## src/rtl/prompt_pkg.sv

```systemverilog
// Shared types and constants for the memory-game prompt sequencer.
package prompt_pkg;

    typedef enum logic [2:0] {
        ST_IDLE       = 3'd0,
        ST_APPEND     = 3'd1,
        ST_SHOW_ON    = 3'd2,
        ST_SHOW_OFF   = 3'd3,
        ST_WAIT_INPUT = 3'd4,
        ST_PASS       = 3'd5,
        ST_FAIL       = 3'd6
    } state_t;

    localparam logic [2:0] PROMPT_NONE   = 3'd0;
    localparam logic [2:0] PROMPT_TOGGLE = 3'd1;
    localparam logic [2:0] PROMPT_PUSH   = 3'd2;
    localparam logic [2:0] PROMPT_MIC    = 3'd3;
    localparam logic [2:0] PROMPT_MOUSE  = 3'd4;

    localparam logic [1:0] CODE_TOGGLE = 2'd0;
    localparam logic [1:0] CODE_PUSH   = 2'd1;
    localparam logic [1:0] CODE_MIC    = 2'd2;
    localparam logic [1:0] CODE_MOUSE  = 2'd3;

    // Prompt LEDs reserve 0 for blank, so every input code is shown offset by one.
    function automatic logic [2:0] code_to_prompt(input logic [1:0] code);
        return {1'b0, code} + 3'd1;
    endfunction

endpackage

```

## src/rtl/prompt_lfsr.sv

```systemverilog
// Free-running 8-bit Fibonacci LFSR (x^8+x^6+x^5+x^4+1); exposes the two
// low bits as the next random input code.
module prompt_lfsr #(
    parameter logic [7:0] SEED = 8'hA5
) (
    input  logic       clock,
    input  logic       reset,
    output logic [1:0] rand_code
);

    logic [7:0] lfsr_q;
    logic [7:0] lfsr_d;
    logic       feedback;

    // Shift left, feeding back the tapped bits into bit 0.
    always_comb begin
        feedback = lfsr_q[7] ^ lfsr_q[5] ^ lfsr_q[4] ^ lfsr_q[3];
        lfsr_d   = {lfsr_q[6:0], feedback};
    end

    // State register, reloaded with SEED while reset is low.
    always_ff @(posedge clock) begin
        if (!reset) begin
            lfsr_q <= SEED;
        end else begin
            lfsr_q <= lfsr_d;
        end
    end

    assign rand_code = lfsr_q[1:0];

endmodule

```

## src/rtl/prompt_sequencer.sv

```systemverilog
// Round sequencer: grows a random prompt sequence by one element per level,
// replays it on the prompt LEDs, then checks the player's echo element by element.
module prompt_sequencer
    import prompt_pkg::*;
#(
    parameter int         MAX_LEN    = 16,
    parameter int         ON_CYCLES  = 25000000,
    parameter int         OFF_CYCLES = 12500000,
    parameter int         TIMEOUT    = 250000000,
    parameter logic [7:0] SEED       = 8'hA5
) (
    input  logic                           clock,
    input  logic                           reset,
    input  logic                           start,
    input  logic                           retry,
    input  logic                           clear,
    input  logic                           user_valid,
    input  logic [1:0]                     user_code,
    output logic [2:0]                     prompt,
    output logic                           busy,
    output logic                           awaiting_input,
    output logic                           round_pass,
    output logic                           round_fail,
    output logic [$clog2(MAX_LEN+1)-1:0]   level,
    output logic                           seq_full
);

    localparam int LW   = $clog2(MAX_LEN + 1);
    localparam int IW   = $clog2(MAX_LEN);
    localparam int TMX1 = (ON_CYCLES > OFF_CYCLES) ? ON_CYCLES : OFF_CYCLES;
    localparam int TMAX = (TMX1 > TIMEOUT) ? TMX1 : TIMEOUT;
    localparam int TW   = $clog2(TMAX + 1);

    localparam logic [TW-1:0] ON_LAST   = TW'(ON_CYCLES - 1);
    localparam logic [TW-1:0] OFF_LAST  = TW'(OFF_CYCLES - 1);
    localparam logic [TW-1:0] TO_LAST   = TW'((TIMEOUT == 0) ? 0 : TIMEOUT - 1);
    localparam logic [LW-1:0] LEVEL_MAX = LW'(MAX_LEN);

    state_t        state_q, state_d;
    logic [LW-1:0] level_q, level_d;
    logic [IW-1:0] index_q, index_d;
    logic [TW-1:0] timer_q, timer_d;
    logic [2:0]    prompt_q, prompt_d;
    logic          busy_q, busy_d;
    logic          awaiting_q, awaiting_d;
    logic          pass_q, pass_d;
    logic          fail_q, fail_d;
    logic          seq_full_q, seq_full_d;

    logic [1:0]    seq_q [MAX_LEN];
    logic          seq_we;
    logic [1:0]    rand_code;
    logic [1:0]    cur_code;
    logic          at_last;

    prompt_lfsr #(.SEED(SEED)) u_lfsr (
        .clock     (clock),
        .reset     (reset),
        .rand_code (rand_code)
    );

    assign cur_code = seq_q[index_q];
    assign at_last  = (LW'(index_q) == (level_q - LW'(1)));

    // Next-state logic; clear overrides everything and empties the sequence.
    always_comb begin
        state_d = state_q;
        level_d = level_q;
        index_d = index_q;
        timer_d = timer_q;
        seq_we  = 1'b0;
        if (clear) begin
            state_d = ST_IDLE;
            level_d = '0;
            index_d = '0;
            timer_d = '0;
        end else begin
            case (state_q)
                ST_IDLE: begin
                    index_d = '0;
                    timer_d = '0;
                    if (start) begin
                        state_d = (level_q == LEVEL_MAX) ? ST_SHOW_ON : ST_APPEND;
                    end else if (retry && (level_q != '0)) begin
                        state_d = ST_SHOW_ON;
                    end else begin
                        state_d = ST_IDLE;
                    end
                end
                ST_APPEND: begin
                    seq_we  = 1'b1;
                    level_d = level_q + LW'(1);
                    index_d = '0;
                    timer_d = '0;
                    state_d = ST_SHOW_ON;
                end
                ST_SHOW_ON: begin
                    if (timer_q == ON_LAST) begin
                        timer_d = '0;
                        state_d = ST_SHOW_OFF;
                    end else begin
                        timer_d = timer_q + TW'(1);
                    end
                end
                ST_SHOW_OFF: begin
                    if (timer_q == OFF_LAST) begin
                        timer_d = '0;
                        if (at_last) begin
                            index_d = '0;
                            state_d = ST_WAIT_INPUT;
                        end else begin
                            index_d = index_q + IW'(1);
                            state_d = ST_SHOW_ON;
                        end
                    end else begin
                        timer_d = timer_q + TW'(1);
                    end
                end
                ST_WAIT_INPUT: begin
                    // An input event in the same cycle as the timeout still counts.
                    if (user_valid) begin
                        timer_d = '0;
                        if (user_code != cur_code) begin
                            state_d = ST_FAIL;
                        end else if (at_last) begin
                            state_d = ST_PASS;
                        end else begin
                            index_d = index_q + IW'(1);
                        end
                    end else if (TIMEOUT == 0) begin
                        timer_d = '0;
                    end else if (timer_q == TO_LAST) begin
                        timer_d = '0;
                        state_d = ST_FAIL;
                    end else begin
                        timer_d = timer_q + TW'(1);
                    end
                end
                ST_PASS, ST_FAIL: begin
                    index_d = '0;
                    timer_d = '0;
                    state_d = ST_IDLE;
                end
                default: begin
                    state_d = ST_IDLE;
                end
            endcase
        end
    end

    // Output decode, registered one cycle behind the state so prompt cannot glitch.
    always_comb begin
        prompt_d   = PROMPT_NONE;
        busy_d     = 1'b0;
        awaiting_d = 1'b0;
        pass_d     = 1'b0;
        fail_d     = 1'b0;
        seq_full_d = (level_d == LEVEL_MAX);
        if (clear) begin
            prompt_d   = PROMPT_NONE;
            busy_d     = 1'b0;
        end else begin
            prompt_d   = (state_q == ST_SHOW_ON) ? code_to_prompt(cur_code) : PROMPT_NONE;
            busy_d     = (state_q != ST_IDLE);
            awaiting_d = (state_q == ST_WAIT_INPUT);
            pass_d     = (state_q == ST_PASS);
            fail_d     = (state_q == ST_FAIL);
        end
    end

    // State, counters and registered outputs.
    always_ff @(posedge clock) begin
        if (!reset) begin
            state_q    <= ST_IDLE;
            level_q    <= '0;
            index_q    <= '0;
            timer_q    <= '0;
            prompt_q   <= PROMPT_NONE;
            busy_q     <= 1'b0;
            awaiting_q <= 1'b0;
            pass_q     <= 1'b0;
            fail_q     <= 1'b0;
            seq_full_q <= 1'b0;
        end else begin
            state_q    <= state_d;
            level_q    <= level_d;
            index_q    <= index_d;
            timer_q    <= timer_d;
            prompt_q   <= prompt_d;
            busy_q     <= busy_d;
            awaiting_q <= awaiting_d;
            pass_q     <= pass_d;
            fail_q     <= fail_d;
            seq_full_q <= seq_full_d;
        end
    end

    // Sequence storage; deliberately not cleared by reset.
    always_ff @(posedge clock) begin
        if (seq_we) begin
            seq_q[level_q[IW-1:0]] <= rand_code;
        end
    end

    assign prompt         = prompt_q;
    assign busy           = busy_q;
    assign awaiting_input = awaiting_q;
    assign round_pass     = pass_q;
    assign round_fail     = fail_q;
    assign level          = level_q;
    assign seq_full       = seq_full_q;

endmodule

```

## config.mk

```make
export PLATFORM = sky130hd
export DESIGN_NAME = prompt_sequencer
export DESIGN_NICKNAME = d
export VERILOG_FILES = /design/src/rtl/prompt_pkg.sv /design/src/rtl/prompt_lfsr.sv /design/src/rtl/prompt_sequencer.sv
export SDC_FILE = /design/constraint.sdc
export NUM_CORES = 1
export LEC_CHECK = 0
export ABC_AREA = 1
export CAP_MARGIN = 40
export CORE_MARGIN = 4
export CORE_UTILIZATION = 35
export DETAILED_ROUTE_END_ITERATION = 10
export SLEW_MARGIN = 40
export SYNTH_ARGS = -nofsm -noshare
export SYNTH_HDL_FRONTEND = slang
export SYNTH_HIERARCHICAL = 1
export SYNTH_SLANG_ARGS = --single-unit
```

## constraint.sdc

```tcl
create_clock -name clock -period 2.85 [get_ports clock]
set_input_delay 0.57 -clock clock [delete_from_list [all_inputs] [get_ports clock]]
set_output_delay 0.57 -clock clock [all_outputs]
set_load 0.02 [all_outputs]
```

==> flow_summary.rst, run 1 <==
.. list-table::
   :header-rows: 1

   * - Metric
     - Value
   * - Origin of the critical flop-to-flop path
     - level[0]
   * - Number of unique standard cell types used by synthesis
     - 39
   * - Post-Route Skew
     - 8.15 ps
   * - Startpoint of the worst hold path
     - u_lfsr/lfsr_q[6]
   * - RSZ-0062 raised after global routing
     - no
   * - Area added between synthesis and finish
     - 13.7%
   * - Top cell type by total area after synthesis
     - dfxtp_1
   * - Number of enable flip-flop cells after synthesis
     - 32
   * - Cell-by-cell listing of the critical path
     - inv_1, ha_1, or2_2, nand4_1, nor3_1, nand2_1, inv_1, o21ai_1, nand4_1, a21oi_1
   * - H-tree lvl count
     - 3
   * - Antenna violations before repair
     - 0
   * - Cell Pwr Density
     - 519 mW/mm2
   * - Max Cap Violations
     - 0
   * - Worst Hold Path Cells
     - 2
   * - Worst R2R Path Depth
     - 10
   * - Type of the setup path with the least slack
     - flop to flop
   * - Endpoint with the worst hold slack
     - u_lfsr/lfsr_q[7]
   * - Clock tree from TritonCTS
     - yes
   * - Detail-routed net length per standard cell
     - 12.7 um
   * - Count of pins on the block boundary
     - 21
   * - Total negative slack for setup checks
     - 0 ps
   * - Fmax achieved
     - 435 MHz
   * - Gr ovfl total
     - 0
   * - Post-Synth XOR/XNOR Area
     - 5.25%
   * - Largest driver fanout on the critical path
     - 6
   * - Clock share of power
     - 40.2%
   * - Area of the die
     - 0.0153 mm2
   * - Worst setup EP type
     - flop
   * - Max transition margin
     - 60.9%
   * - Fraction of the core area covered by cells at the end of the flow
     - 41.4%
   * - Number of buffers added by the clock tree synthesis step
     - 9
   * - DRC viols
     - 0
   * - Die X
     - 124 um
   * - Effective utilization at floorplan
     - 36.4%
   * - Time the final worst path needs with I/O delays and setup
     - 2300 ps
   * - Switching share of power
     - 25.1%
   * - Final HPWL from detailed placement
     - 7.68 mm
   * - Internal Power
     - 2070 uW
   * - Status
     - finished, final reports clean
   * - Worst Setup SP
     - level[0]
   * - Library cell used as clock root buffer
     - clkbuf_16
   * - 1st-pass router iterations
     - 7
   * - Clock-pin slew on the worst setup and hold paths
     - 70 ps
   * - Worst path required time
     - 3120 ps
   * - Fraction of final layout cells with drive strength greater than 1
     - 8.98%
   * - Critical Path Start Type
     - flop
   * - Nets@finish
     - 646
   * - Antenna-violating nets left
     - 0
   * - TritonCTS Sinks
     - 92
   * - Top post-synthesis cells by area
     - dfxtp_1 (26%), edfxtp_1 (21%), nand2_1 (11%)
   * - Proportion of netlist area held by the largest area contributor
     - 25.7%
   * - Classification of the worst-slack hold path
     - flop to flop
   * - Part of the power in combinational logic
     - 8.4%
   * - First-pass GRT wire length
     - 17.0 mm
   * - # setup viols final
     - 0
   * - Measured slew at the worst slew-check pin
     - 586 ps
   * - Main flop type after synthesis
     - dfxtp_1
   * - Number of global-route vias before repair
     - 3531
   * - Number of hold buffers added after CTS
     - 0
   * - Pin count of the biggest net entering global routing
     - 25
   * - Post_cts resized
     - 0
   * - Fraction of registers with async set/reset
     - 0%
   * - Post-synthesis adder-cell area fraction
     - 2.14%
   * - Via count
     - 3812
   * - Compound-cell area share of the yosys netlist
     - 3.94%
   * - Number of synthesized register bits
     - 92
   * - Average cell area after synthesis
     - 7.68 um2
   * - Setup fix buffers added after clock tree synthesis
     - 0
   * - Total leakage power
     - 0.00216 uW
   * - Post-place setup slack
     - 541 ps
   * - Syn_nets
     - 624
   * - Signal arrival time at the worst endpoint
     - 2570 ps
   * - Cell row count
     - 41
   * - Diodes inserted
     - 0
   * - Switching Power
     - 692 uW
   * - Sequential area share after synthesis
     - 46.3%
   * - Count of final max-slew check failures
     - 0
   * - Count of final hold-check violations
     - 0
   * - Synthesized instance count
     - 608
   * - Critical-path cell with the highest stage delay
     - dfxtp_1
   * - Footprint of the flip-flops and latches
     - 0.00216 mm2
   * - Number of violations reported at the end of detailed-routing iteration 0
     - 294
   * - Post-route fraction of the period consumed by the critical path
     - 80.8%
   * - Multiplexer share of the synthesized area
     - 0%
   * - Worst Setup Slack, final
     - 549 ps
   * - GPL Wtd Cong
     - 0.874
   * - Maximum vdd drop
     - 265 uV
   * - Core Area
     - 0.0128 mm2
   * - Number of warning messages in the yosys log
     - 6
   * - Largest stage delay on the critical path
     - 460 ps
   * - Simple-gate share of the synthesized area
     - 32.8%
   * - Clock latency at the later pin of the worst-skew pair
     - 340 ps
   * - Die Ht
     - 124 um
   * - Via density
     - 4.72
   * - Slack of the worst reg-to-reg path
     - 550 ps
   * - # port buffers
     - 20
   * - Dominant combinational cell family by area after synthesis
     - simple AND/OR/NAND/NOR gates
   * - All-layer global routing usage
     - 14.2%
   * - Multi-input gate area
     - 0.00206 mm2
   * - Total Routed Length
     - 10.2 mm
   * - Fillcell total
     - 1308
   * - Share of power burned in registers
     - 51.4%
   * - Netlist area before placement
     - 0.00467 mm2
   * - Number of buffers on the longest clock path
     - 2
-- kinds of logic (layout without fill, tap and decap cells) --
| group | count (synthesis) | count (layout) |
|---|---|---|
| simple gates | 339 | 339 |
| buf+inv | 108 | 135 |
| flops | 92 | 92 |
| compound gates | 33 | 33 |
| xor+xnor | 28 | 28 |
| fa+ha+maj | 8 | 8 |
-- area by class of cell --
cell class                 count  area share (%)
clock buffer                  10            4.31
clock inverter                 6           0.872
inverter                      93            6.62
multi-input combinational    408            38.8
sequential                    92            40.7
tap                          172            4.05
timing repair buffer          26            4.62
-- critical path, delay by kind of cell (launching register included) --
kind | cells | cell delay (ps)
buffers and inverters | 2 | 250
DFF | 1 | 460
and+or+nand+nor | 5 | 750
AOI/OAI and AO/OA | 2 | 430
adders and majority gates | 1 | 350
-- sequential cells by signal (all words and copies together), names as in the netlist, named ones only --
name,flops
awaiting_input,1
busy,1
index_q,4
level,5
prompt,3
round_fail,1
round_pass,1
seq_full,1
seq_q,32
state_q,3
timer_q,28
u_lfsr/lfsr_q,8
-- power groups by stage --
stage               clock network (uW)  logic, uW  registers, uW
global placement                     0        230           1450
detailed placement                   0        232           1450
global route                      1190        264           1420
CTS                               1140        233           1420
finish                            1110        232           1420
floorplan                            0        186           1430
-- cell usage after synthesis, types with 3 or more instances --
| cell | number |
|---|---|
| a21oi_1 | 17 |
| buf_2 | 9 |
| buf_6 | 3 |
| dfxtp_1 | 60 |
| edfxtp_1 | 32 |
| ha_1 | 8 |
| inv_1 | 85 |
| inv_2 | 6 |
| nand2_1 | 134 |
| nand2_2 | 11 |
| nand3_1 | 45 |
| nand3_2 | 3 |
| nand4_1 | 14 |
| nor2_1 | 92 |
| nor2_2 | 4 |
| nor3_1 | 18 |
| nor3_2 | 4 |
| nor4_1 | 6 |
| o21ai_0 | 6 |
| xnor2_1 | 6 |
| xor2_1 | 22 |
-- how the worst max path moves through the flow --
stage / endpoint / depth (start not counted)
finish: flop / 10
global route: index_q[2] / 10
CTS: flop / 10
detailed placement: flop / 10
global placement: flop / 10
floorplan: state_q[1] / 14
-- per-layer routing --
metal / global-route usage, % / up-vias / part of all wire, %
met5: 0 / - / 0
met4: 5.05 / 0 / 1.6
met3: 2.52 / 12 / 3.1
met2: 23.5 / 64 / 48
met1: 18.7 / 1760 / 47
li1: - / 1976 / -
-- cell usage in the layout, fill, tap and decap left out, types with 17 or more instances in the layout --
cell / count
xor2_1: 22
dfxtp_1: 60
nand3_1: 45
nor2_1: 92
a21oi_1: 17
nand2_1: 134
nor3_1: 18
inv_1: 85
edfxtp_1: 32
clkdlybuf4s50_1: 20
-- metrics by stage --
step / power, uW / cells / hold WS, ps / cell area, um2
after floorplan: 1620 / 608 / 380 / 4670
after global placement: 1680 / 791 / 381 / 5030
after detailed placement: 1680 / 791 / 392 / 5030
after CTS: 2790 / 807 / 408 / 5310
after global routing: 2870 / 807 / 451 / 5310
final: 2760 / 807 / 405 / 5310
No activity file was read; power rests on OpenSTA's default activity.
==> run 2: changes to the inputs <==
clock period = 2.21 ns   (was 2.85 ns; I/O delays follow)
==> run 2 against run 1 <==
Worst setup slack worse by 360 ps; highest routed layer unchanged; sequential power up 29%; maximum frequency up 14%; non-clock buffer count up 12; count of clock-buffer cells in the layout unchanged; clock skew up 1.2 ps; register-to-register slack worse by 360 ps; final cell count up 1.5%; combinational power up 39%; via count up 4.2%; global-route usage up 0.75 points.
==> flow_summary.rst, run 2 (synthesized netlist as in run 1, its figures left out) <==
.. list-table::
   :header-rows: 1

   * - Metric
     - Value
   * - Status
     - finished, final reports clean
   * - Die X
     - 124 um (unchanged)
   * - Count of final max-slew check failures
     - 0 (unchanged)
   * - Area added between synthesis and finish
     - 16.4%
   * - Worst path required time
     - 2490 ps (-630 ps)
   * - Classification of the worst-slack hold path
     - flop to flop
   * - GPL Wtd Cong
     - 0.855 (-2.1%)
   * - Timing endpoint of the critical path
     - index_q[0]
   * - Total leakage power
     - 0.00223 uW (+3.6%)
   * - Largest stage delay on the critical path
     - 330 ps (-130 ps)
   * - Count of pins on the block boundary
     - 21 (unchanged)
   * - Placed cell count
     - 803 (+1.5%)
   * - Number of violations reported at the end of detailed-routing iteration 0
     - 277 (-5.8%)
   * - Signal arrival time at the worst endpoint
     - 2310 ps (-260 ps)
   * - Worst setup EP type
     - flop
   * - Number of hold buffers added after CTS
     - 0 (unchanged)
   * - Critical Path Start Type
     - flop
   * - TritonCTS Sinks
     - 92 (unchanged)
   * - Total Routed Length
     - 10.8 mm (+5.0%)
   * - Post-Route Skew
     - 9.38 ps (+1.23 ps)
   * - Via count
     - 3972 (+4.2%)
   * - Measured slew at the worst slew-check pin
     - 671 ps (+85.2 ps)
   * - Maximum vdd drop
     - 337 uV (+27%)
   * - Library cell used as clock root buffer
     - clkbuf_16
   * - Clock-pin slew on the worst setup and hold paths
     - 70 ps (about the same)
   * - Cell row count
     - 41 (unchanged)
   * - Fmax achieved
     - 494 MHz (+14%)
   * - Max Cap Violations
     - 0 (unchanged)
   * - Antenna-violating nets left
     - 0 (unchanged)
   * - Largest register FFs
     - 32 (unchanged)
   * - Max transition margin
     - 55.2% (-5.7 points)
   * - Origin of the critical flop-to-flop path
     - level[0]
   * - Critical-path cell with the highest stage delay
     - dfxtp_1
   * - Nets@finish
     - 658 (+1.9%)
   * - Die Ht
     - 124 um (unchanged)
   * - DRC viols
     - 0 (unchanged)
   * - Most common cell after layout, fill and taps aside
     - nand2_1
   * - Antenna violations before repair
     - 0 (unchanged)
   * - Worst Setup SP
     - level[0]
   * - Area of the die
     - 0.0153 mm2 (unchanged)
   * - Core Area
     - 0.0128 mm2 (unchanged)
   * - Fillcell total
     - 1292 (-1.2%)
   * - Number of buffers added by the clock tree synthesis step
     - 9 (unchanged)
   * - Type of the setup path with the least slack
     - flop to flop
   * - Largest delay contributor family on the critical path
     - simple AND/OR/NAND/NOR gates
   * - # setup viols final
     - 0 (unchanged)
   * - Number of global-route vias before repair
     - 3838 (+8.7%)
   * - Total negative slack for setup checks
     - 0 ps (unchanged)
   * - Detail-routed net length per standard cell
     - 13.1 um (+3.4%)
   * - Diodes inserted
     - 0 (unchanged)
   * - Worst R2R Path Depth
     - 10 (unchanged)
   * - Via density
     - 4.85 (+2.7%)
   * - Clock tree from TritonCTS
     - yes
   * - Gr ovfl total
     - 0 (unchanged)
   * - Cell Pwr Density
     - 677 mW/mm2 (+30%)
   * - Worst Hold Path Cells
     - 2 (unchanged)
   * - Fraction of the core area covered by cells at the end of the flow
     - 42.4% (+1.0 points)
   * - Capture instance of the worst register-to-register path
     - index_q[0]
   * - # port buffers
     - 20 (unchanged)
   * - Highest-count cells in the layout ignoring fill and taps
     - nand2_1 (134), nor2_1 (91), inv_1 (85)
   * - Time the final worst path needs with I/O delays and setup
     - 2020 ps (-277 ps)
   * - Effective utilization at floorplan
     - 36.4% (unchanged)
   * - Slack of the worst reg-to-reg path
     - 190 ps (-360 ps)
   * - 1st-pass router iterations
     - 5 (-2)
   * - Crit path buffers/inverters
     - 2 (unchanged)
   * - Fraction of final layout cells with drive strength greater than 1
     - 11.1% (+2.2 points)
   * - Post-route fraction of the period consumed by the critical path
     - 91.6% (+11 points)
   * - Cell-by-cell listing of the critical path
     - inv_1, ha_1, or2_2, nand4_1, nor3_1, nand2_1, inv_1, o21ai_1, nand4_1, a21oi_1
   * - WP depth
     - 10 (unchanged)
   * - First-pass GRT wire length
     - 18.0 mm (+5.5%)
   * - H-tree lvl count
     - 3 (unchanged)
   * - Number of buffers on the longest clock path
     - 2 (unchanged)
   * - Final HPWL from detailed placement
     - 8.03 mm (+4.6%)
   * - Count of final hold-check violations
     - 0 (unchanged)
   * - RSZ-0062 raised after global routing
     - no
   * - Clock latency at the later pin of the worst-skew pair
     - 350 ps (about the same)
   * - Final Non-Filler Cells
     - 819 (+1.5%)
   * - All-layer global routing usage
     - 15.0% (+0.75 points)
   * - Pin count of the biggest net entering global routing
     - 25 (unchanged)
   * - Largest driver fanout on the critical path
     - 4 (-2)
==> run 2: cell types whose count changed in the layout (fill, tap and decap cells not counted), sizes merged <==
cell / change
inv: -1
buf: +12
bufinv: +1
==> run 2: per-stage QoR <==
step	hold slack (ps)	setup WS, ps	total power (uW)	area [um2]
CTS	410	175	3710	5430
detailed placement	393	222	2190	5140
finish	403	186	3680	5440
global route	441	10.1	3820	5440
global placement	382	274	2180	5140
floorplan	380	115	2080	4670
==> run 2: worst min path at each step <==
| stage | end | startpoint |
|---|---|---|
| 2_1_floorplan | u_lfsr/lfsr_q[7] | u_lfsr/lfsr_q[6] |
| 3_3_place_gp | u_lfsr/lfsr_q[7] | u_lfsr/lfsr_q[6] |
| 3_5_place_dp | u_lfsr/lfsr_q[7] | u_lfsr/lfsr_q[6] |
| 4_1_cts | u_lfsr/lfsr_q[7] | u_lfsr/lfsr_q[6] |
| 5_1_grt | u_lfsr/lfsr_q[3] | u_lfsr/lfsr_q[2] |
| 6_report | u_lfsr/lfsr_q[7] | u_lfsr/lfsr_q[6] |
==> run 2: worst min-delay path, stage by stage, from the launching register on <==
cell	delay, ps
dfxtp_1	310
inv_1	30
nand2_1	40
==> run 2: layout make-up <==
class,instances,area (um2),share of cell area [%]
clock buffer,10,229,4.21
clock inverter,6,63.8,1.17
inverter,93,352,6.46
multi-input combinational,408,2070,38.0
sequential,92,2160,39.8
tap,172,215,3.96
timing repair buffer,38,348,6.40
==> run 2: per-layer routing <==
metal	vias up	part of all wire, %	track usage, %
li1	1998	-	-
met1	1823	44	18.6
met2	124	48	24.9
met3	27	5.0	3.16
met4	0	2.5	6.78
met5	-	0	0
==> run 2: what timing repair did <==
action / 4_1_cts / 5_1_grt
endpoints found under the hold margin: 0 / 0
setup buffers: 0 / 0
resized for setup: 0 / 3
setup endpoints to repair: 0 / 4
==> run 2: power by group <==
| group | switching (uW) | internal (uW) |
|---|---|---|
| clock network | 657 | 876 |
| registers | 41.7 | 1780 |
| logic | 200 | 124 |
==> run 3: changes to the inputs <==
CORE_UTILIZATION = 41   (was 35)
==> run 3 against run 2 <==
Critical path depth is 2 lower; largest cell class unchanged; global-route usage is 2.0 points higher; maximum frequency fell by 0.53%; sequential share of layout area grew 0.18 points; worst setup slack got worse by 11 ps.
==> flow_summary.rst, run 3 (synthesized netlist as in run 1, its figures left out) <==
.. list-table::
   :header-rows: 1

   * - Metric
     - Value
   * - Core Area
     - 0.0110 mm2 (-14%)
   * - Cell Pwr Density
     - 696 mW/mm2 (+2.8%)
   * - Diodes inserted
     - 0 (unchanged)
   * - Gr ovfl total
     - 0 (unchanged)
   * - 1st-pass router iterations
     - 5 (unchanged)
   * - Number of violations reported at the end of detailed-routing iteration 0
     - 219 (-21%)
   * - Time the final worst path needs with I/O delays and setup
     - 2030 ps (+10.7 ps)
   * - Final Non-Filler Cells
     - 786 (-4.0%)
   * - # port buffers
     - 20 (unchanged)
   * - Number of global-route vias before repair
     - 3706 (-3.4%)
   * - Worst setup EP type
     - flop
   * - Post-Route Skew
     - 6.96 ps (-2.43 ps)
   * - Fillcell total
     - 1066 (-17%)
   * - DRC viols
     - 0 (unchanged)
   * - TritonCTS Sinks
     - 92 (unchanged)
   * - Placed cell count
     - 771 (-4.0%)
   * - Met2 routed wirelength
     - 5.11 mm (-1.4%)
   * - Fin Hold WS
     - 410 ps (+6.95 ps)
   * - Die X
     - 115 um (-7.1%)
   * - Fraction of the core area covered by cells at the end of the flow
     - 49.3% (+6.9 points)
   * - Clock-pin slew on the worst setup and hold paths
     - 60 ps (about the same)
   * - Cell row count
     - 38 (-7.3%)
   * - Nets@finish
     - 658 (unchanged)
   * - # setup viols final
     - 0 (unchanged)
   * - Signal arrival time at the worst endpoint
     - 2310 ps (about the same)
   * - Pin count of the biggest net entering global routing
     - 25 (unchanged)
   * - Count of final hold-check violations
     - 0 (unchanged)
   * - GPL Wtd Cong
     - 0.859 (+0.37%)
   * - Highest-count cells in the layout ignoring fill and taps
     - nand2_1 (134), nor2_1 (92), inv_1 (85)
   * - Total negative slack for setup checks
     - 0 ps (unchanged)
   * - Largest driver fanout on the critical path
     - 8 (+4)
   * - Total Routed Length
     - 10.5 mm (-2.0%)
   * - Area of the die
     - 0.0132 mm2 (-14%)
   * - Worst path required time
     - 2490 ps (about the same)
   * - Via count
     - 3909 (-1.6%)
   * - Count of final max-slew check failures
     - 0 (unchanged)
   * - Multi-input gate area
     - 0.00206 mm2 (-0.36%)
   * - Largest register FFs
     - 32 (unchanged)
   * - Final HPWL from detailed placement
     - 7.84 mm (-2.4%)
   * - Classification of the worst-slack hold path
     - flop to flop
   * - All-layer global routing usage
     - 17.0% (+2.0 points)
   * - Die Ht
     - 115 um (-7.1%)
   * - Clock latency at the later pin of the worst-skew pair
     - 350 ps (about the same)
   * - Library cell used as clock root buffer
     - clkbuf_16
   * - Footprint of the flip-flops and latches
     - 0.00216 mm2 (unchanged)
   * - H-tree lvl count
     - 3 (unchanged)
   * - Number of buffers on the longest clock path
     - 2 (unchanged)
   * - Via density
     - 4.97 (+2.5%)
   * - Type of the setup path with the least slack
     - flop to flop
   * - RSZ-0062 raised after global routing
     - no
   * - Number of buffers added by the clock tree synthesis step
     - 9 (unchanged)
   * - Effective utilization at floorplan
     - 42.5% (+6.1 points)
   * - Status
     - finished, final reports clean
   * - Critical Path Start Type
     - flop
   * - Max transition margin
     - 59.3% (+4.1 points)
   * - Post-layout total power
     - 3770 uW (+2.4%)
   * - Detail Route met3 WL
     - 464 um (-13%)
   * - First-pass GRT wire length
     - 17.6 mm (-1.7%)
   * - Maximum vdd drop
     - 394 uV (+17%)
   * - Metal1 wirelength
     - 4.75 mm (-0.42%)
   * - Most common cell after layout, fill and taps aside
     - nand2_1
   * - Measured slew at the worst slew-check pin
     - 610 ps (-61.1 ps)
   * - Fraction of final layout cells with drive strength greater than 1
     - 10.8% (-0.29 points)
   * - Clock tree from TritonCTS
     - yes
   * - Max Cap Violations
     - 0 (unchanged)
   * - Fmax achieved
     - 491 MHz (-0.53%)
   * - Count of pins on the block boundary
     - 21 (unchanged)
   * - Post-route fraction of the period consumed by the critical path
     - 92.1% (+0.48 points)
   * - Area added between synthesis and finish
     - 15.9%
   * - Top metal layer carrying routed signals
     - met4
   * - Antenna-violating nets left
     - 0 (unchanged)
   * - Antenna violations before repair
     - 0 (unchanged)
   * - Total leakage power
     - 0.00225 uW (+0.57%)
   * - Detail-routed net length per standard cell
     - 13.4 um (+2.1%)
run 3: worst paths after layout:
kind	startpoint	end	slack [ps]	cells past startpoint
setup / recovery	timer_q[17]	flop	180	8
setup reg to reg	timer_q[17]	flop	180	8
hold reg to reg	u_lfsr/lfsr_q[6]	u_lfsr/lfsr_q[7]	410	2
hold / removal	u_lfsr/lfsr_q[6]	u_lfsr/lfsr_q[7]	410	2
run 3: repair_timing:
action / 4_1_cts / 5_1_grt
setup endpoints to repair: 0 / 9
gates resized for setup: 0 / 1
buffers inserted: 0 / 0
hold buffers: 0 / 0
run 3: per-stage QoR:
step	worst slack (ps)	area, um2
global route	11.7	5410
floorplan	115	4670
finish	175	5410
global placement	226	5100
detailed placement	147	5100
CTS	134	5410
run 3: layout make-up:
class                           instances  share of cell area, %
Tap cell                              140                   3.24
Multi-Input combinational cell        408                   38.1
Clock inverter                          6                   1.66
Sequential cell                        92                   40.0
Clock buffer                            9                   4.16
Inverter                               93                   6.49
Timing Repair Buffer                   38                   6.42
run 3: worst max-delay path: stages, from the launching register on:
cell and delay, ps:
dfxtp_1 480, nand2_1 130, nor4_1 410, nand4_1 170, nand2_1 150, nand2_1 120
nor2_4 170, nand4_1 170, a21oi_1 160
run 3: metal layers:
layer,track usage (%),vias up
li1,-,2001
met5,0,-
met3,3.16,15
met1,21.4,1798
met2,28.6,95
met4,7.59,0
run 3: power by group:
part | switching (uW) | internal [uW] | total (uW)
sequential | 39.9 | 1780 | 1820
clock | 641 | 985 | 1630
combinational | 199 | 120 | 319
